**config.mk**
```make
export PLATFORM = sky130hd
export DESIGN_NAME = fp_narrow_pack
export DESIGN_NICKNAME = d
export VERILOG_FILES = /design/src/rtl/fp_narrow_pack.sv
export SDC_FILE = /design/constraint.sdc
export NUM_CORES = 1
export LEC_CHECK = 0
export ABC_CLOCK_PERIOD_IN_PS = 12470
export BUFFER_PORTS_ARGS = -buffer_cell sky130_fd_sc_hd__buf_2
export CORE_UTILIZATION = 30
export DETAILED_ROUTE_END_ITERATION = 10
export MAX_ROUTING_LAYER = met4
export SYNTH_ARGS = -nofsm -noshare
export SYNTH_HDL_FRONTEND = slang
export SYNTH_SLANG_ARGS = --single-unit
export TNS_END_PERCENT = 30
```
**constraint.sdc**
```tcl
create_clock -name clk_i -period 12.47 [get_ports clk_i]
set_clock_uncertainty 0.1 [all_clocks]
set_input_delay 1.247 -clock clk_i [delete_from_list [all_inputs] [get_ports clk_i]]
set_output_delay 1.247 -clock clk_i [all_outputs]
set_load 0.03 [all_outputs]
```
**src/rtl/fp_narrow_pack.sv**
```systemverilog
// Streaming FP narrowing converter (RNE) that packs PACK narrow results per output beat.
// Optional: define FP_NARROW_SAT_EN to saturate overflow to max finite instead of inf.
module fp_narrow_pack #(
  parameter int EXP_IN  = 8,
  parameter int MAN_IN  = 23,
  parameter int EXP_OUT = 5,
  parameter int MAN_OUT = 10,
  parameter int PACK    = 4
) (
  input  logic                          clk_i,
  input  logic                          rst_i,
  input  logic                          in_valid_i,
  output logic                          in_ready_o,
  input  logic [EXP_IN+MAN_IN:0]        in_data_i,
  input  logic                          in_last_i,
  output logic                          out_valid_o,
  input  logic                          out_ready_i,
  output logic [PACK*(EXP_OUT+MAN_OUT+1)-1:0] out_data_o,
  output logic [PACK-1:0]               out_keep_o,
  output logic [3:0]                    out_flags_o
);
  localparam int WIDTH_IN  = 1 + EXP_IN + MAN_IN;
  localparam int WIDTH_OUT = 1 + EXP_OUT + MAN_OUT;
  localparam int BIAS_IN   = (1 << (EXP_IN - 1)) - 1;
  localparam int BIAS_OUT  = (1 << (EXP_OUT - 1)) - 1;
  localparam int EW = EXP_IN + 2;
  localparam int XW = MAN_IN + 1 + MAN_OUT + 2;
  localparam int SW = $clog2(MAN_OUT + 3);
  localparam int CW = (PACK > 1) ? $clog2(PACK) : 1;
  localparam logic signed [EW-1:0] E_ONE  = EW'(1);
  localparam logic signed [EW-1:0] E_MAX  = EW'((1 << EXP_OUT) - 1);
  localparam logic signed [EW-1:0] E_TINY = EW'(-(MAN_OUT + 1));
  localparam logic [EW-1:0]        REBIAS = EW'(BIAS_IN - BIAS_OUT);

  logic                  sgn;
  logic [EXP_IN-1:0]     exp_in;
  logic [MAN_IN-1:0]     man_in;
  logic signed [EW-1:0]  e, e_rnd;
  logic [SW-1:0]         sh;
  logic [XW-1:0]         ext;
  logic [MAN_OUT:0]      top;
  logic                  guard, sticky, rup;
  logic [MAN_OUT+1:0]    rnd;
  logic [WIDTH_OUT-1:0]  conv;
  logic [3:0]            conv_flags;

  assign {sgn, exp_in, man_in} = in_data_i[WIDTH_IN-1:0];

  // Normal and subnormal results share one datapath: subnormals are the hidden-1
  // significand right-shifted by 1-e, capped so the hidden bit lands in sticky.
  always_comb begin
    e = $signed({2'b00, exp_in} - REBIAS);
    if (e >= E_ONE)       sh = '0;
    else if (e < E_TINY)  sh = SW'(MAN_OUT + 2);
    else                  sh = SW'(E_ONE - e);
    ext    = {1'b1, man_in, {(MAN_OUT+2){1'b0}}} >> sh;
    top    = ext[XW-1 -: MAN_OUT+1];
    guard  = ext[XW-MAN_OUT-2];
    sticky = |ext[XW-MAN_OUT-3:0];
    rup    = guard & (sticky | top[0]);
    rnd    = {1'b0, top} + {{(MAN_OUT+1){1'b0}}, rup};
    e_rnd  = e + EW'(rnd[MAN_OUT+1]);
    conv       = '0;
    conv_flags = '0;
    if (exp_in == '1) begin
      if (man_in != '0) begin
        conv          = {1'b0, {EXP_OUT{1'b1}}, 1'b1, {(MAN_OUT-1){1'b0}}};
        conv_flags[3] = ~man_in[MAN_IN-1];
      end else begin
        conv = {sgn, {EXP_OUT{1'b1}}, {MAN_OUT{1'b0}}};
      end
    end else if (exp_in == '0) begin
      conv = {sgn, {(WIDTH_OUT-1){1'b0}}};
      if (man_in != '0) conv_flags = 4'b0011;
    end else if (e >= E_ONE && e_rnd >= E_MAX) begin
      conv_flags = 4'b0101;
`ifdef FP_NARROW_SAT_EN
      conv = {sgn, EXP_OUT'((1 << EXP_OUT) - 2), {MAN_OUT{1'b1}}};
`else
      conv = {sgn, {EXP_OUT{1'b1}}, {MAN_OUT{1'b0}}};
`endif
    end else if (e >= E_ONE) begin
      conv          = {sgn, e_rnd[EXP_OUT-1:0], rnd[MAN_OUT-1:0]};
      conv_flags[0] = guard | sticky;
    end else begin
      // rnd[MAN_OUT] set means rounding reached min normal, i.e. exp field 1
      conv          = {sgn, {(EXP_OUT-1){1'b0}}, rnd[MAN_OUT], rnd[MAN_OUT-1:0]};
      conv_flags[1] = 1'b1;
      conv_flags[0] = guard | sticky;
    end
  end

  typedef logic [PACK-1:0][WIDTH_OUT-1:0] lanes_t;
  lanes_t          lanes_q, lanes_d;
  logic [PACK-1:0] keep_q, keep_d;
  logic [3:0]      flags_q, flags_d;
  logic [CW-1:0]   cnt_q, cnt_d, idx;
  logic            valid_q, valid_d, accept, drain, close;

  assign in_ready_o = ~rst_i & (~valid_q | out_ready_i);
  assign accept     = in_valid_i & in_ready_o;
  assign drain      = valid_q & out_ready_i;
  // a word accepted during the emit handshake opens the next beat at lane 0
  assign idx        = valid_q ? '0 : cnt_q;

  always_comb begin
    lanes_d = drain ? '0 : lanes_q;
    keep_d  = drain ? '0 : keep_q;
    flags_d = drain ? '0 : flags_q;
    cnt_d   = drain ? '0 : cnt_q;
    valid_d = valid_q & ~out_ready_i;
    close   = 1'b0;
    if (accept) begin
      lanes_d[idx] = conv;
      keep_d[idx]  = 1'b1;
      flags_d      = flags_d | conv_flags;
      close        = in_last_i | (idx == CW'(PACK - 1));
      valid_d      = close;
      cnt_d        = close ? '0 : idx + CW'(1);
    end
  end

  always_ff @(posedge clk_i) begin
    if (rst_i) begin
      lanes_q <= '0;
      keep_q  <= '0;
      flags_q <= '0;
      cnt_q   <= '0;
      valid_q <= 1'b0;
    end else begin
      lanes_q <= lanes_d;
      keep_q  <= keep_d;
      flags_q <= flags_d;
      cnt_q   <= cnt_d;
      valid_q <= valid_d;
    end
  end

  assign out_valid_o = valid_q;
  assign out_data_o  = lanes_q;
  assign out_keep_o  = keep_q;
  assign out_flags_o = flags_q;
endmodule

```
* Yosys cells after proc, flatten, opt, wreduce, memory -nomap -nowiden
Cells that the tools add are included.
** Cells by class
- Magnitude comparators :: 5
- Mux-type cells :: 31
- Reduce and logical (&&, ||, !) cells :: 6
- Equal/unequal tests :: 2
- Bitwise gates (word level) :: 15
- $add $sub $neg :: 5
- Shift operators :: 1
** Operators by type and width (count)
- two-way mux 64 bit :: 2
- bitwise mux 64 bit :: 1
- two-way mux 16 bit :: 3
- two-way mux 15 bit :: 3
- right shift 36 x 4 -> 36 bit :: 1
- demux 16 bit (select 2 bit) :: 1
- two-way mux 4 bit :: 7
- OR reduction 24 bit :: 1
- nonzero test 23 bit :: 1
- adder 11 x 1 -> 12 bit :: 1
- two-way mux 2 bit :: 6
- adder 9 x 2 -> 10 bit :: 1
- >= comparator 10 x 6 -> 1 bit, second input constant :: 1
- >= comparator 9 x 2 -> 1 bit, second input constant :: 1
- < comparator 9 x 5 -> 1 bit, second input constant :: 1
- subtractor 8 x 7 -> 9 bit, second input constant :: 1
- equality test 8 bit, second input constant :: 1
- zero test 8 bit :: 1
- OR 4 bit :: 2
- two-way mux 1 bit :: 6
- bitwise AND 1 bit :: 5
- NOT 1 bit :: 4
- OR 1 bit :: 4
- subtractor 2 x 4 -> 4 bit, first input constant :: 1
- 8 further kinds :: 9
** Storage, ports and cells
- Bits of input ports :: 37
- Bits in registers :: 75
- Output and inout port bits :: 74

* Longest topological paths before layout
Gate-level depths: netlist (run 1).
- Word-level depth :: 17
- Mapped depth :: 25

* Worst setup path before layout (run 1)
OpenSTA, ideal clock, no wires.
- Kind :: in2reg
- From :: in in_data_i[27]
- To :: reg lanes_q (netlist bit out_data_o[23])
- Stages on the path :: 25
- Required time :: 12253 ps
- Buffers on the path :: 5
- Data arrival time :: 6078 ps
- Setup slack :: 6174 ps
- Cell sequence :: clkbuf_1 > inv_1 > ha_1 > nor4b_4 > o211a_1 > buf_4 > a21oi_2 > buf_6 > o31ai_1 > a22oi_1 > a211oi_4 > nand3_2 > nor4b_1 > ha_1 > and4_1 > a21oi_1 > o21ai_0 > a211oi_1 > o21a_1 > nand2b_1 > clkbuf_1 > clkbuf_1 > nor3_1 > mux2i_1 > nand2_1
** Between the ends
- Word-level cells in the longest chain between the ends :: 17
- Elaborated cells between the ends (all ways) :: 21
** Ends and longest elaborated chain
- start, declared :: line 14 : input logic [EXP_IN+MAN_IN:0] in_data_i,
- subtractor 8 x 7 -> 9 bit :: line 52 : e = $signed({2'b00, exp_in} - REBIAS);
- < comparator 9 x 5 -> 1 bit :: line 54 : else if (e < E_TINY) sh = SW'(MAN_OUT + 2);
- two-way mux 4 bit :: line 54
- two-way mux 4 bit :: line 53 : if (e >= E_ONE) sh = '0;
- right shift 36 x 4 -> 36 bit :: line 56 : ext = {1'b1, man_in, {(MAN_OUT+2){1'b0}}} >> sh;
- OR reduction 24 bit :: line 59 : sticky = |ext[XW-MAN_OUT-3:0];
- OR 1 bit :: line 60 : rup = guard & (sticky | top[0]);
- bitwise AND 1 bit :: line 60
- adder 11 x 1 -> 12 bit :: line 61 : rnd = {1'b0, top} + {{(MAN_OUT+1){1'b0}}, rup};
- adder 9 x 2 -> 10 bit :: line 62 : e_rnd = e + EW'(rnd[MAN_OUT+1]);
- >= comparator 10 x 6 -> 1 bit :: line 75 : end else if (e >= E_ONE && e_rnd >= E_MAX) begin
- logical AND 1 bit :: line 75
- two-way mux 15 bit :: line 75
- two-way mux 15 bit :: line 72 : end else if (exp_in == '0) begin
- two-way mux 16 bit (*) :: line 65 : if (exp_in == '1) begin
- bitwise mux 64 bit (*) :: line 114 : lanes_d[idx] = conv;
- two-way mux 64 bit (*) :: line 113 : if (accept) begin
- end signal, assigned :: line 131 : lanes_q <= lanes_d;
- end, declared :: line 94 : lanes_t lanes_q, lanes_d;
Every way passes the cells marked *; elsewhere a longest branch is shown, timed or not.
A chain may end at the register's enable or synchronous reset.

* Worst setup path in the final report (run 1)
- From :: in in_data_i[24]
- To :: reg lanes_q (netlist bit out_data_o[25])
** Between the ends
- Word-level cells in the longest chain between the ends :: 17
- Elaborated cells between the ends (all ways) :: 22
** Ends and longest elaborated chain (line)
- subtractor 8 x 7 -> 9 bit :: 52
- < comparator 9 x 5 -> 1 bit or subtractor 2 x 4 -> 4 bit (tied branches) :: 54, 55
- two-way mux 4 bit :: 54
- two-way mux 4 bit :: 53
- right shift 36 x 4 -> 36 bit :: 56
- OR reduction 24 bit :: 59
- OR 1 bit :: 60
- bitwise AND 1 bit :: 60
- adder 11 x 1 -> 12 bit :: 61
- adder 9 x 2 -> 10 bit :: 62
- >= comparator 10 x 6 -> 1 bit :: 75
- logical AND 1 bit :: 75
- two-way mux 15 bit :: 75
- two-way mux 15 bit :: 72
- two-way mux 16 bit (*) :: 65
- bitwise mux 64 bit (*) :: 114
- two-way mux 64 bit (*) :: 113
Marks and branches as above.

==> results of run 1 <==
## metal layers
metal | vias up | track usage | routed length [um]
met5 | - | - | 0
met4 | 0 | 0.0534 | 314
met3 | 28 | 0.0546 | 1250
met2 | 176 | 0.293 | 7320
met1 | 2379 | 0.263 | 7380
li1 | 2491 | - | -
## path summary, 6_finish.rpt
check	from	to	slack (ns)
min reg2reg	out_data_o[7]	out_data_o[7]	0.36
max reg2reg	out_valid_o	out_data_o[25]	9.63
max	in_data_i[24]	out_data_o[25]	5.20
min	out_data_o[7]	out_data_o[7]	0.36
## cell type report
class	count	area, um^2	area share
multi-input combinational	492	3210	0.543
clock inverter	1	30.0	0.00508
tap	216	270	0.0457
clock buffer	14	284	0.0480
sequential	75	1500	0.254
inverter	13	48.8	0.00825
timing repair buffer	112	566	0.0957
## flip-flops by register name, indices dropped and copies added, names as in the netlist
signal and flops:
out_keep_o 4, out_flags_o 4, cnt_q 2, out_valid_o 1
out_data_o 64
## Yosys cell counts, types with 4 or more instances
| master | n | area, um^2 |
|---|---|---|
| xnor2_1 | 10 | 87.6 |
| a21oi_1 | 46 | 230 |
| o211ai_1 | 4 | 30.0 |
| and3_1 | 16 | 100 |
| nor3_1 | 23 | 115 |
| nor2b_1 | 6 | 37.5 |
| dfxtp_1 | 75 | 1500 |
| a32o_1 | 10 | 100 |
| o21ai_0 | 17 | 85.1 |
| nand2b_1 | 8 | 50.1 |
| nor2_1 | 72 | 270 |
| mux2i_1 | 17 | 170 |
| a22oi_1 | 4 | 30.0 |
| inv_1 | 13 | 48.8 |
| nor4_1 | 6 | 37.5 |
| a211o_1 | 6 | 52.6 |
| clkbuf_1 | 34 | 128 |
| ha_1 | 13 | 163 |
| nand3_1 | 47 | 235 |
| nand2_1 | 62 | 233 |
| buf_2 | 5 | 25.0 |
| a31oi_1 | 15 | 93.8 |
| a22o_1 | 4 | 35.0 |
| o31ai_1 | 9 | 67.6 |
| a211oi_1 | 5 | 37.5 |
| buf_6 | 4 | 45.0 |
## kinds of logic (layout without fill, tap and decap cells)
family                   Yosys count  in the layout
adder cells (fa/ha/maj)           13             13
multiplexers                      17             17
flip-flops                        75             75
XOR/XNOR                          13             13
AO/OA/AOI/OAI                    179            179
AND/OR/NAND/NOR                  270            270
buffers and inverters             59            140
## power by group through the flow
stage	clock, mW	sequential [mW]	combinational [mW]
floorplan	0	0.261	0.0839
global placement	0	0.253	0.129
detailed placement	0	0.253	0.128
CTS	0.275	0.247	0.129
global route	0.285	0.248	0.141
finish	0.272	0.247	0.130
## critical path: stages
cell and delay [ns]:
buf_2 0.44, inv_1 0.29, ha_1 0.30, a211oi_2 0.44
o41a_1 0.63, o211ai_1 0.26, a211oi_1 0.22, a211oi_1 0.14
a21oi_4 0.25, nand3_2 0.11, nor4b_1 0.47, ha_1 0.37
and4b_1 0.26, o2111ai_1 0.16, a211oi_1 0.46, o21a_1 0.24
nand2b_1 0.42, or4_1 0.63, nand3_1 0.10
## per-stage QoR
step / instances / hold slack [ns] / setup WS [ns] / util
finish: 923 / 0.360 / 5.20 / 0.368
global route: 923 / 0.375 / 4.63 / 0.368
CTS: 923 / 0.360 / 5.26 / 0.368
detailed placement: 908 / 0.346 / 4.93 / 0.349
global placement: 908 / 0.338 / 5.05 / 0.349
floorplan: 626 / 0.350 / 6.17 / -
==> metrics.cfg, run 1 <==
[synthesis]
syn_nets = 676
synth_area_per_cell_um2 = 7.95
synthAdderAreaFrac = 0.0327
ys_ff_latch = 75
async_flop_share = 0
syn_area_mm2 = 0.00498
yosys.area_share.simple = 0.274
synth_edf_count = 0
synthMuxAreaShare = 0.0342
yosys_warnings = 0
ys_seq_area_frac = 0.302
syn_inst = 626
synth_top_family_by_area = compound AO/OA/AOI/OAI gates
yosys.cell_types.count = 85
synthXorXnorAreaFrac = 0.0259
synth_compound_area_frac = 0.277
synth_flop_cell = dfxtp_1

[critical_path]
required_ns = 12.65
critPathCaptureType = register
setup.worst_path.start_class = input pin
ff2ff_path_depth = 6
cp.arrival_ns = 7.45
path_max_fanout = 27
criticalPathCategory = input pin to register

[layout]
final_area_mm2 = 0.00591
syn_to_final_growth_pct = 18.7
fillers = 1693
final_cell_mix = buf_2 (110), dfxtp_1 (75), nor2_1 (72)
layout.cells.most_common = buf_2
drive_above_1_share = 0.228
diodes = 0
final_nets = 753

[power]
finalPower_mw = 0.649
p_clk_frac = 0.419
p_int_mw = 0.459
ir_worst_vdd_v = 0.0000976
p_sw_mw = 0.190
p_leak_nw = 2.49
p_per_area_mw_per_mm2 = 110
power_frac_seq = 0.381
pwr-share-comb = 0.200
switching_share = 0.293

[timing]
rsz0062_at_grt = no
setup-violations-final = 0
hold_viol_final = 0
max_slew_margin = 0.319
period_share = 0.583
max_freq_mhz = 137
finalSetupTns_ns = 0
post-route-min-period_ns = 7.27
slew_violations = 0
tightestPinTransition_ns = 1.02

[global_route]
grt_first_pass_wirelength_um = 25600
grt_pass1_vias = 4646
antenna_found_initial = 0
grt_usage = 0.198
grt_overflow = 0
grt_max_degree = 42

[floorplanning]
coreArea_mm2 = 0.0161
initial_core_util = 0.310
die_y_um = 131
row_count = 46
die_w_um = 131
num_io_pins = 111
die_area_mm2 = 0.0171

[clock_tree]
clkTransAtPathRegs_ns = 0.06
htreeDepth = 3
clockBufferDepth = 2
hold_buffers = 0
clk_latency_ns = 0.34
clock_sinks = 75
cts_tree = yes
cts_made_buffers = 9
post_cts_resized = 0
cts_setup_buffers = 0
root_buffer = clkbuf_16

[routing]
drt_wl_total_um = 16300
drt_first_pass_iters = 4
vias = 5074
viasPerCell = 5.50
drt_iter0_drc = 387
drc = 0
ant_nets = 0
wl_per_cell_um = 17.6

[job]
cap_violations = 0

[placed_design]
place_hpwl_um = 11800
placed_cell_area_mm2 = 0.00560
portBuffers = 110
routabilityCongestion = 0.907

[worst_hold_path]
hold_class = register to register
whs_path_depth = 2

[run_status]
outcome = complete, no violations

Power figures use the tool's default switching activity.
==> run 2, diff against run 1 <==
- ABC_AREA: unset -> 1
- ABC_CLOCK_PERIOD_IN_PS: 12470 -> 6420
- clock period: 12.47 -> 6.42 ns (I/O delays scaled with it)
==> run 2 against run 1 <==
Net effect:
- critical path depth rose by 10
- hold slack better by 0.0014 ns
- die area decreased by 3.2%
- first-iteration DRC count is 2.1% lower
- clock power is 100% higher
- design area decreased by 1.9%
- highest routed layer unchanged
- sequential cell count did not move
- sequential share of layout area up 0.49 points
- wire length down 15%
- global-route usage decreased by 2.6 points
- synthesized cell count is 19% higher
==> metrics.cfg, run 2 <==
[clock_tree]
cts_tree = yes
clkTransAtPathRegs_ns = 0.06  ; about the same
root_buffer = clkbuf_16
cts_made_buffers = 9  ; unchanged
clk_latency_ns = 0.33  ; about the same
htreeDepth = 3  ; unchanged
hold_buffers = 0  ; unchanged
clockBufferDepth = 2  ; unchanged
cts_setup_buffers = 0  ; unchanged
clock_sinks = 75  ; unchanged
post_cts_resized = 0  ; unchanged

[floorplanning]
die_area_mm2 = 0.0166  ; -3.2%
row_count = 45  ; -2.2%
initial_core_util = 0.312  ; +0.00229
num_io_pins = 111  ; unchanged
die_w_um = 129  ; -1.6%
die_y_um = 129  ; -1.6%
coreArea_mm2 = 0.0154  ; -3.9%

[critical_path]
crit_top_cell = nand2_1
path_max_fanout = 20  ; -26%
critPathCaptureType = register
required_ns = 6.58  ; -6.07 ns
criticalPathCategory = input pin to register
slowest_stage = nand2_2
slowest_delay_ns = 0.40  ; -0.23 ns
setup.worst_path.start_class = input pin
cp.arrival_ns = 5.65  ; -1.80 ns
r2r_slack_ns = 3.77  ; -5.86 ns
cp_top_family = simple AND/OR/NAND/NOR gates
crit_start = in_data_i[27]
cp_num_buf_inv = 4  ; +2
r2r_start = out_valid_o

[global_route]
grt_overflow = 0  ; unchanged
grt_pass1_vias = 4373  ; -5.9%
grt_max_degree = 67  ; +60%
grt_usage = 0.172  ; -0.0256
antenna_found_initial = 0  ; unchanged
grt_first_pass_wirelength_um = 22100  ; -14%

[synthesis]
synth_area_per_cell_um2 = 6.45  ; -19%
ys_seq_area_frac = 0.312  ; +0.0100
netlist.area_leader.share = 0.312  ; +0.0100
ys_top_cells_by_area = dfxtp_1 (31%), nand2_1 (19%), a21oi_1 (7.8%), nand3_1 (5.5%), inv_1 (5.5%)
synthTopCellsByCount = nand2_1 (238), a21oi_1 (75), dfxtp_1 (75), inv_1 (70), nand3_1 (53)
syn_inst = 747  ; +19%
yosys.cell_types.count = 39  ; -54%
syn_area_mm2 = 0.00482  ; -3.2%
yosys_warnings = 0  ; unchanged
yosysTopAreaCell = dfxtp_1
syn_nets = 797  ; +18%
ys_ff_latch = 75  ; unchanged
synth_edf_count = 0  ; unchanged
yosysMostFrequentCell = nand2_1
async_flop_share = 0  ; unchanged
synth_flop_cell = dfxtp_1

[routing]
drt_first_pass_iters = 5  ; +1
drt-met1-wl_um = 6750  ; -8.4%
top_layer_used = met4
viasPerCell = 4.72  ; -14%
wl_per_cell_um = 13.1  ; -26%
vias = 4966  ; -2.1%
drt_iter0_drc = 379  ; -2.1%
wl_met2_um = 6160  ; -16%
ant_nets = 0  ; unchanged
drc = 0  ; unchanged
drt_wl_total_um = 13800  ; -15%
met3_length_um = 683  ; -45%

[timing]
finalWorstSetupSlack_ns = 0.929  ; -4.27 ns
finalSetupTns_ns = 0  ; unchanged
rsz0062_at_grt = no
max_slew_margin = 0.339  ; +0.0194
max_freq_mhz = 182
hold_viol_final = 0  ; unchanged
post-route-min-period_ns = 5.49
tightestPinTransition_ns = 0.986  ; -0.0328 ns
slew_violations = 0  ; unchanged
period_share = 0.855
setup-violations-final = 0  ; unchanged

[layout]
largest_reg_flops = 64  ; unchanged
diodes = 0  ; unchanged
final_cells = 1052  ; +14%
final_nets = 886  ; +18%
syn_to_final_growth_pct = 20.4
drive_above_1_share = 0.227  ; -0.000612
final_area_mm2 = 0.00580  ; -1.9%
utilization = 0.376  ; +0.00783
layout.cells.most_common = nand2_1
final_cell_mix = nand2_1 (237), buf_2 (110), a21oi_1 (75), dfxtp_1 (75), inv_1 (70)

[placed_design]
place_hpwl_um = 9950  ; -16%
placed_cell_area_mm2 = 0.00548  ; -2.2%
portBuffers = 110  ; unchanged
place_inst = 1036  ; +14%
routabilityCongestion = 0.831  ; -8.3%
place_ws_ns = 0.586  ; -4.34 ns

[power]
p_leak_nw = 3.02  ; +22%
p_per_area_mw_per_mm2 = 223  ; +100%
ir_worst_vdd_v = 0.000126  ; +29%

[job]
cap_violations = 0  ; unchanged

[worst_hold_path]
hold_class = register to register
holdCritStartpoint = out_keep_o[1]

[run_status]
outcome = complete, no violations

-- run 2: cell types whose count changed in the layout (fill, tap and decap cells not counted), moves of 17 or more --
cell / change
inv_1: +57
o21ai_0: +24
nand2_1: +175
a21oi_1: +30
nor2_1: -34
mux2i_1: -17
-- run 2: final timing paths --
check / end / depth (start not counted)
worst max-delay path: out_data_o[36] / 29
worst min-delay path: out_keep_o[1] / 2
worst max register to register: out_data_o[41] / 10
worst min register to register: out_keep_o[1] / 2
-- run 2: layout make-up --
| cell class | count | area, um^2 |
|---|---|---|
| fillers | 1710 | 9630 |
| multi-input cells | 554 | 2820 |
| flip-flops and latches | 75 | 1500 |
| repair buffers | 115 | 588 |
| inverters | 81 | 304 |
| well taps | 211 | 264 |
| clock buffers | 10 | 239 |
| clock inverters | 6 | 86.3 |
-- run 2: per-stage QoR --
stage	total power, mW	hold WS [ns]
3_5_place_dp	0.758	0.353
4_1_cts	1.30	0.362
6_report	1.29	0.362
3_3_place_gp	0.758	0.350
2_1_floorplan	0.689	0.359
5_1_grt	1.36	0.384
-- run 2: logic make-up after synthesis --
kind of cell               after synthesis  share of synthesized area
AOI/OAI and AO/OA                      129                      0.145
and+or+nand+nor                        406                      0.393
xor gates and xnor gates                 6                     0.0125
adders and majority gates               13                     0.0338
DFF                                     75                      0.312
buffers and inverters                  118                      0.104
-- run 2: tightest hold or removal path, stage by stage (launching register included) --
cell     delay, ns
dfxtp_1       0.30
nand2_1       0.06
a21oi_1       0.05
-- run 2: power by group --
part | internal (mW) | total, mW | switching (mW) | leakage [nW]
logic | 0.0760 | 0.265 | 0.189 | 2.25
registers | 0.478 | 0.484 | 0.00640 | 0.608
clock network | 0.351 | 0.543 | 0.192 | 0.159
-- run 2: routing by layer --
| metal | global-route usage | vias to the layer above |
|---|---|---|
| met1 | 0.232 | 2207 |
| met4 | 0.0443 | 0 |
| met3 | 0.0287 | 14 |
| met2 | 0.266 | 143 |
| met5 | - | - |
| li1 | - | 2602 |
